## src/rtl/dma_streamer.sv

```systemverilog
// Turns one DMA descriptor into a train of AXI-legal burst requests.
// Bursts are capped by the beat limit and never cross a 4 KB page.
module dma_streamer #(
  parameter int unsigned STREAM_TYPE    = 0,
  parameter int unsigned DATA_WIDTH     = 64,
  parameter int unsigned MAX_BEAT_BURST = 256,
  parameter int unsigned MAX_BURST_EN   = 1
) (
  input  logic                    clk,
  input  logic                    rst_n,
  input  logic                    dma_go_i,
  input  logic                    dma_abort_i,
  input  logic [31:0]             desc_src_addr_i,
  input  logic [31:0]             desc_dst_addr_i,
  input  logic [31:0]             desc_num_bytes_i,
  output logic [31:0]             req_addr_o,
  output logic [7:0]              req_alen_o,
  output logic [2:0]              req_size_o,
  output logic [DATA_WIDTH/8-1:0] req_strb_o,
  output logic                    req_valid_o,
  input  logic                    req_ready_i,
  output logic                    done_o,
  output logic                    err_valid_o,
  output logic [31:0]             err_addr_o,
  output logic [1:0]              err_src_o
);

  localparam int unsigned Bpb             = DATA_WIDTH / 8;
  localparam int unsigned OffW            = $clog2(Bpb);
  localparam logic [31:0] OffMask         = 32'(Bpb - 1);
  localparam logic [32:0] BurstCap        = (MAX_BURST_EN != 0) ? 33'(MAX_BEAT_BURST) : 33'd1;
  localparam logic [1:0]  DmaUnalignedErr = 2'd2;

  typedef enum logic [1:0] {StIdle, StRun, StDone} dma_st_t;

  dma_st_t     st_q, st_d;
  logic [31:0] addr_q, addr_d;
  logic [32:0] rem_q, rem_d;
  logic        abort_q, abort_d;
  logic        err_valid_q, err_valid_d;
  logic [31:0] err_addr_q, err_addr_d;

  logic [31:0] go_addr;
  logic [12:0] to_4k;
  logic [32:0] b4k;
  logic [32:0] beats;
  logic [31:0] step;

  always_comb begin
    go_addr = (STREAM_TYPE != 0) ? desc_dst_addr_i : desc_src_addr_i;
    // An aligned page start yields 4096 bytes, hence the 13-bit width.
    to_4k   = 13'd4096 - {1'b0, addr_q[11:0]};
    b4k     = {20'd0, to_4k} >> OffW;
    beats   = rem_q;
    if (b4k < beats) beats = b4k;
    if (BurstCap < beats) beats = BurstCap;
    step    = 32'(beats << OffW);
  end

  always_comb begin
    st_d        = st_q;
    addr_d      = addr_q;
    rem_d       = rem_q;
    abort_d     = abort_q;
    err_valid_d = 1'b0;
    err_addr_d  = err_addr_q;
    case (st_q)
      StIdle: begin
        if (dma_go_i) begin
          addr_d  = go_addr;
          rem_d   = {1'b0, desc_num_bytes_i} >> OffW;
          abort_d = 1'b0;
          if (desc_num_bytes_i == '0) begin
            st_d = StDone;
          end else if (((go_addr & OffMask) != '0) || ((desc_num_bytes_i & OffMask) != '0)) begin
            st_d        = StDone;
            err_valid_d = 1'b1;
            err_addr_d  = go_addr;
          end else begin
            st_d = StRun;
          end
        end
      end
      StRun: begin
        if (dma_abort_i) abort_d = 1'b1;
        if (req_ready_i) begin
          addr_d = addr_q + step;
          rem_d  = rem_q - beats;
          // An abort seen in the handshake cycle still lets this burst go out.
          if ((rem_d == '0) || abort_q || dma_abort_i) st_d = StDone;
        end
      end
      StDone: begin
        st_d    = StIdle;
        abort_d = 1'b0;
      end
      default: st_d = StIdle;
    endcase
  end

  always_ff @(posedge clk or negedge rst_n) begin
    if (!rst_n) begin
      st_q        <= StIdle;
      addr_q      <= '0;
      rem_q       <= '0;
      abort_q     <= 1'b0;
      err_valid_q <= 1'b0;
      err_addr_q  <= '0;
    end else begin
      st_q        <= st_d;
      addr_q      <= addr_d;
      rem_q       <= rem_d;
      abort_q     <= abort_d;
      err_valid_q <= err_valid_d;
      err_addr_q  <= err_addr_d;
    end
  end

  always_comb begin
    req_valid_o = (st_q == StRun);
    req_addr_o  = req_valid_o ? addr_q : '0;
    req_alen_o  = req_valid_o ? 8'(beats - 33'd1) : '0;
    req_size_o  = req_valid_o ? 3'(OffW) : '0;
    req_strb_o  = req_valid_o ? '1 : '0;
    done_o      = (st_q == StDone);
    err_valid_o = err_valid_q;
    err_addr_o  = err_addr_q;
    err_src_o   = err_valid_q ? DmaUnalignedErr : 2'd0;
  end

endmodule

```

## config.mk

```make
export PLATFORM = sky130hd
export DESIGN_NAME = dma_streamer
export DESIGN_NICKNAME = d
export VERILOG_FILES = /design/src/rtl/dma_streamer.sv
export SDC_FILE = /design/constraint.sdc
export NUM_CORES = 1
export LEC_CHECK = 0
export BUFFER_PORTS_ARGS = -buffer_cell sky130_fd_sc_hd__buf_2
export CORE_MARGIN = 2
export CORE_UTILIZATION = 61
export CTS_CLUSTER_SIZE = 10
export DETAILED_ROUTE_END_ITERATION = 10
export MAX_ROUTING_LAYER = met4
export PLACE_DENSITY_LB_ADDON = 0.25
export RECOVER_POWER = 25
export SYNTH_ARGS = -nofsm -noshare
export SYNTH_HDL_FRONTEND = slang
export SYNTH_SLANG_ARGS = --single-unit
```

## constraint.sdc

```tcl
create_clock -name clk -period 10.7 [get_ports clk]
set_clock_uncertainty 0.05 [all_clocks]
set_input_delay 2.675 -clock clk [delete_from_list [all_inputs] [get_ports clk]]
set_output_delay 2.675 -clock clk [all_outputs]
set_load 0.01 [all_outputs]
```

After elaboration in Yosys (flattened, before gate mapping)
Index checks and enable logic that the tools add are counted.

word-level totals
  register bits = 101
  bits of input ports = 101
  output and inout port bits = 88
  logic and storage cells = 59

operators by class
  $add $sub $neg = 4
  order comparisons = 2
  equality and inequality tests = 6
  multiplexer cells = 26
  bitwise operators = 1
  reduce and logical (&&, ||, !) cells = 14

operators by type and width
  operator                                               number
  two-way mux 33 bit                                     4
  two-way mux 32 bit                                     3
  one-hot mux 33 bit (2 select lines)                    1
  one-hot mux 32 bit (2 select lines)                    1
  nonzero test 32 bit                                    2
  zero test 33 bit                                       1
  < comparator 10 x 33 -> 1 bit                          1
  < comparator 9 x 33 -> 1 bit, first input constant     1
  subtractor 33 bit                                      1
  adder 32 bit                                           1
  zero test 32 bit                                       1
  two-way mux 8 bit                                      2
  two-way mux 2 bit                                      7
  subtractor 13 x 12 -> 13 bit, first input constant     1
  AND reduction 3 bit                                    3
  subtractor 8 x 1 -> 8 bit, second input constant       1
  two-way mux 1 bit                                      6
  inequality test 2 x 1 -> 1 bit, second input constant  2
  inequality test 2 bit, second input constant           2
  one-hot mux 2 bit (2 select lines)                     1
  AND reduction 4 bit                                    1
  logical OR 1 bit                                       3
  one-hot mux 1 bit (3 select lines)                     1
  nonzero test 3 bit                                     1
  other kinds (5)                                        5

Logic depth before layout (Yosys ltp)
  word-level depth = 12
  gate-level depth with buffers = 29
  gate-level depth less buffers = 27

Least setup slack after synthesis
No wires, ideal clock.

  path type = flip-flop to output port
  start point = reg addr_q[3]
  end point = out req_alen_o[2]
  arrival = 3911 ps
  slack = 4064 ps
  stages on the path, launching flop included = 20
  buffers on the path = 2
  cell sequence = dfrtp_1 -> nor4_2 -> nand2_1 -> nor4_2 -> xnor2_1 -> ha_1 -> a21o_1 -> a21o_1 -> a21o_1 -> a211oi_1 -> a221oi_1 -> buf_2 -> buf_2 -> nor2_1 -> a21oi_1 -> nor2_1 -> inv_1 -> ha_1 -> or2_1 -> a21oi_1

between the ends
  cells in the longest elaborated chain, start to end = 7

ends and longest elaborated chain
  item                            line  source
  start: declaration              37    logic [31:0] addr_q, addr_d;
  start signal: assignment        111   addr_q <= addr_d;
  subtractor 13 x 12 -> 13 bit *  52    to_4k = 13'd4096 - {1'b0, addr_q[11:0]};
  < comparator 10 x 33 -> 1 bit   55    if (b4k < beats) beats = b4k;
  two-way mux 33 bit *            55
  < comparator 9 x 33 -> 1 bit    56    if (BurstCap < beats) beats = BurstCap;
  two-way mux 33 bit *            56
  subtractor 8 x 1 -> 8 bit *     122   req_alen_o = req_valid_o ? 8'(beats - 33'd1) : '0;
  two-way mux 8 bit *             122
  end: declaration                17    output logic [7:0] req_alen_o,

Every way passes the cells marked *; elsewhere a longest branch is shown, timed or not.

Worst setup path in the final report
  start point = reg addr_q[3]
  end point = out req_alen_o[6]

Same word-level chain as after synthesis.

==> metrics.txt <==
drt initial violations 711; main combinational cell family by area after synthesis simple AND/OR/NAND/NOR gates; first-pass GRT wire length 42100 microns; worst min path class reg2reg; final total power 0.00314 W; clock-pin slew on the worst setup and hold paths 0.08 ns; reg-to-reg critical path endpoint st_q[0]; most frequent cells in the layout 196 x nand2_1, 124 x buf_2, 101 x dfrtp_1; Max Fanout on Critical Path 20; kind of launch point of the worst setup path flop; root cell of the clock tree clkbuf_16; post-DP HPWL 18800 microns; share of synthesized cell area in and, or, nand and nor gates 26.3%; fillers 1238; H-Tree Depth 3; number of placed I/O pins 189; synthesis warning total 0; Max Root-Sink Buffers 2; count of distinct cell types in the synthesized netlist 90; Via Count 9070; proportion of netlist area held by the largest area contributor 28.1%; starting utilization of the core area 62.1%; Power Density 309 nW/um^2; outcome finished, violations left; Die W 125 microns; Critical Path End Type primary output; Die Footprint 15700 sq um; data required time at the worst endpoint 7.98 ns; Leak Pwr 5.00 nW; violated checks max-capacitance violations, max-slew violations; post-synthesis adder-cell area fraction 10.2%; post-synthesis async set-or-reset flop share 100%; TritonCTS clock tree yes; capture endpoint of the worst hold path err_addr_o[29]; Overall Global Routing Usage 33.7%; fmax 127 MHz; total length of routed wires 25500 microns; R2R Path Start addr_q[3]; Synth area leader dfrtp_1; number of maximum-capacitance constraint violations 1; share of cell area taken by muxes after synthesis 2.30%; clock latency at the later pin of the worst-skew pair 0.37 ns; busiest layer in global routing met2; worst hold path startpoint err_addr_o[29]; count of buffers inserted at the top-level ports 154; die outline height 125 microns; setup repair after global routing missed its margin no; initial antenna violation count 1; Synth-to-Final Area Change 13.0%; sequential share of the synthesized area 28.1%; standard cell with the maximum stage delay on the critical path mux2i_1; setup slack of the most critical reg-to-reg path 3.23 ns; # clock sinks 101; headroom to the max-slew limit -46.0%; remaining global-route overflow 0; count of unresolved DRC violations after routing 0; final critical-path share of the clock period 73.6%; routing usage on met3 5.43%; Inserted Clock Buffers 9; hold violation count in the final report 0; minimum clock period after layout 7.87 ns; Hold WS 0.433 ns; cell types occupying the most area after synthesis dfrtp_1 28%, ha_1 9.7%, nand2_1 8.2%; GR Layer Usage met2 52.6%; setup fix buffers added after clock tree synthesis 0; synthesized flop and latch total 101; most common flop cell mapped by yosys dfrtp_1; mean instance size in the synthesized netlist 7.83 sq um; series of cell instances along the critical path nor4_2, nand2_1, nor4_2, xnor2_1, ha_1, a21o_1, a21o_1, a21o_1, a211oi_1, a221oi_2, buf_4, mux2i_1, nor2_1, inv_1, ha_1, nand2_1, o21ai_1, a21oi_1, buf_2; register area 2530 sq um; combined area of all synthesized cells 8990 sq um; share of cells above drive strength 1 14.5%; post-DR vias/cell 6.10; standard-cell row count 44; vias in the first global route 8790; Setup crit start addr_q[3]; worst ir drop on vdd 146 uV; xor/xnor cell area share of the yosys netlist 4.68%; Hold Path Cell Cnt 2; number of endpoints failing setup at the final stage 0; final core utilization 70.2%; data arrival time of the critical path 5.15 ns; cts hold-fix bufs 0; Worst Tran Pin Value 2.19 ns; Post-DRT Antenna Nets 0; global-route met1 utilization 43.3%; largest net degree at the start of global routing 86; Max Transition Viols Final 42; area of the placeable core 14500 sq um; DR WL/cell 17.1 microns; leading cell type in the layout, fill and taps excluded nand2_1; worst reg-to-reg path cell count 25; total negative setup slack 0 ns; Mapped Cells 1148; complex-gate fraction of the synthesized area 22.9%; total of cells resized after clock tree synthesis 0; total area of multi-input combinational cells 6140 sq um; layout net count 1469; Final GP Congestion 0.997; count of flip-flops with a built-in enable after synthesis 0; peak per-stage delay on the critical path 0.66 ns; Crit Path Category reg2out; number of iterations in the first detailed-routing pass 5; most repeated library cell on the critical path a21o_1
-- stage by stage --
stage	std cells	setup WS (ns)	area, sq um
after floorplan	1190	4.06	9150
after global placement	1469	3.29	9880
after detailed placement	1469	3.26	9880
after CTS	1485	2.84	10200
after global routing	1486	2.45	10200
final	1486	2.83	10200
-- worst max-delay path, delay by kind of cell, from the launching register on --
family / cells / cell delay [ns]
XOR/XNOR: 1 / 0.24
buffers and inverters: 3 / 0.48
AO/OA/AOI/OAI: 7 / 1.12
adder cells (fa/ha/maj): 2 / 0.53
AND/OR/NAND/NOR: 5 / 1.28
flip-flops: 1 / 0.46
multiplexers: 1 / 0.66
-- cell type report --
class | instances | share of cell area (%)
antenna | 1 | 0.0246
clock buffer | 9 | 2.22
clock inverter | 7 | 0.948
inverter | 43 | 1.59
multi-input combinational | 981 | 60.4
sequential | 101 | 24.9
tap | 184 | 2.27
timing repair buffer | 160 | 7.66
-- power by group --
part	internal, W	total (W)	switching, W
combinational	0.000806	0.00204	0.00124
clock	0.000171	0.000354	0.000183
sequential	0.000562	0.000738	0.000176
total	0.00154	0.00314	0.00160
-- Yosys cell counts, types with 16 or more instances --
library cell,n
nor3_1,25
a31oi_1,24
clkbuf_1,40
dfrtp_1,101
a21oi_1,93
ha_1,70
and3_1,46
inv_1,42
nand3_1,25
nor4_1,23
nor2_1,88
nand2_1,197
a211oi_1,16
o21ai_0,48
xnor2_1,34
a21o_1,22
-- metal layers --
layer,vias up,wire [microns]
met5,-,0
met4,0,1030
met3,75,1600
met2,316,11600
met1,4284,11200
li1,4395,-
-- cell families after synthesis --
| kind of cell | Yosys count |
|---|---|
| other | 2 |
| XOR/XNOR | 48 |
| AO/OA/AOI/OAI | 310 |
| flip-flops | 101 |
| multiplexers | 20 |
| AND/OR/NAND/NOR | 487 |
| buffers and inverters | 108 |
| adder cells (fa/ha/maj) | 72 |
-- worst max path at each step --
stage               depth (start not counted)  slack, ns            end
floorplan                                  19       4.06  req_alen_o[2]
global placement                           19       3.29  req_alen_o[6]
detailed placement                         19       3.26  req_alen_o[6]
CTS                                        19       2.84  req_alen_o[6]
global route                               19       2.45  req_alen_o[6]
finish                                     19       2.83  req_alen_o[6]
-- registers in the layout, summed over array words and instances, names as in the netlist --
| signal | flops |
|---|---|
| err_valid_o | 1 |
| addr_q | 32 |
| st_q | 2 |
| rem_q | 33 |
| err_addr_o | 32 |
| abort_q | 1 |
No activity file was read; power rests on OpenSTA's default activity.
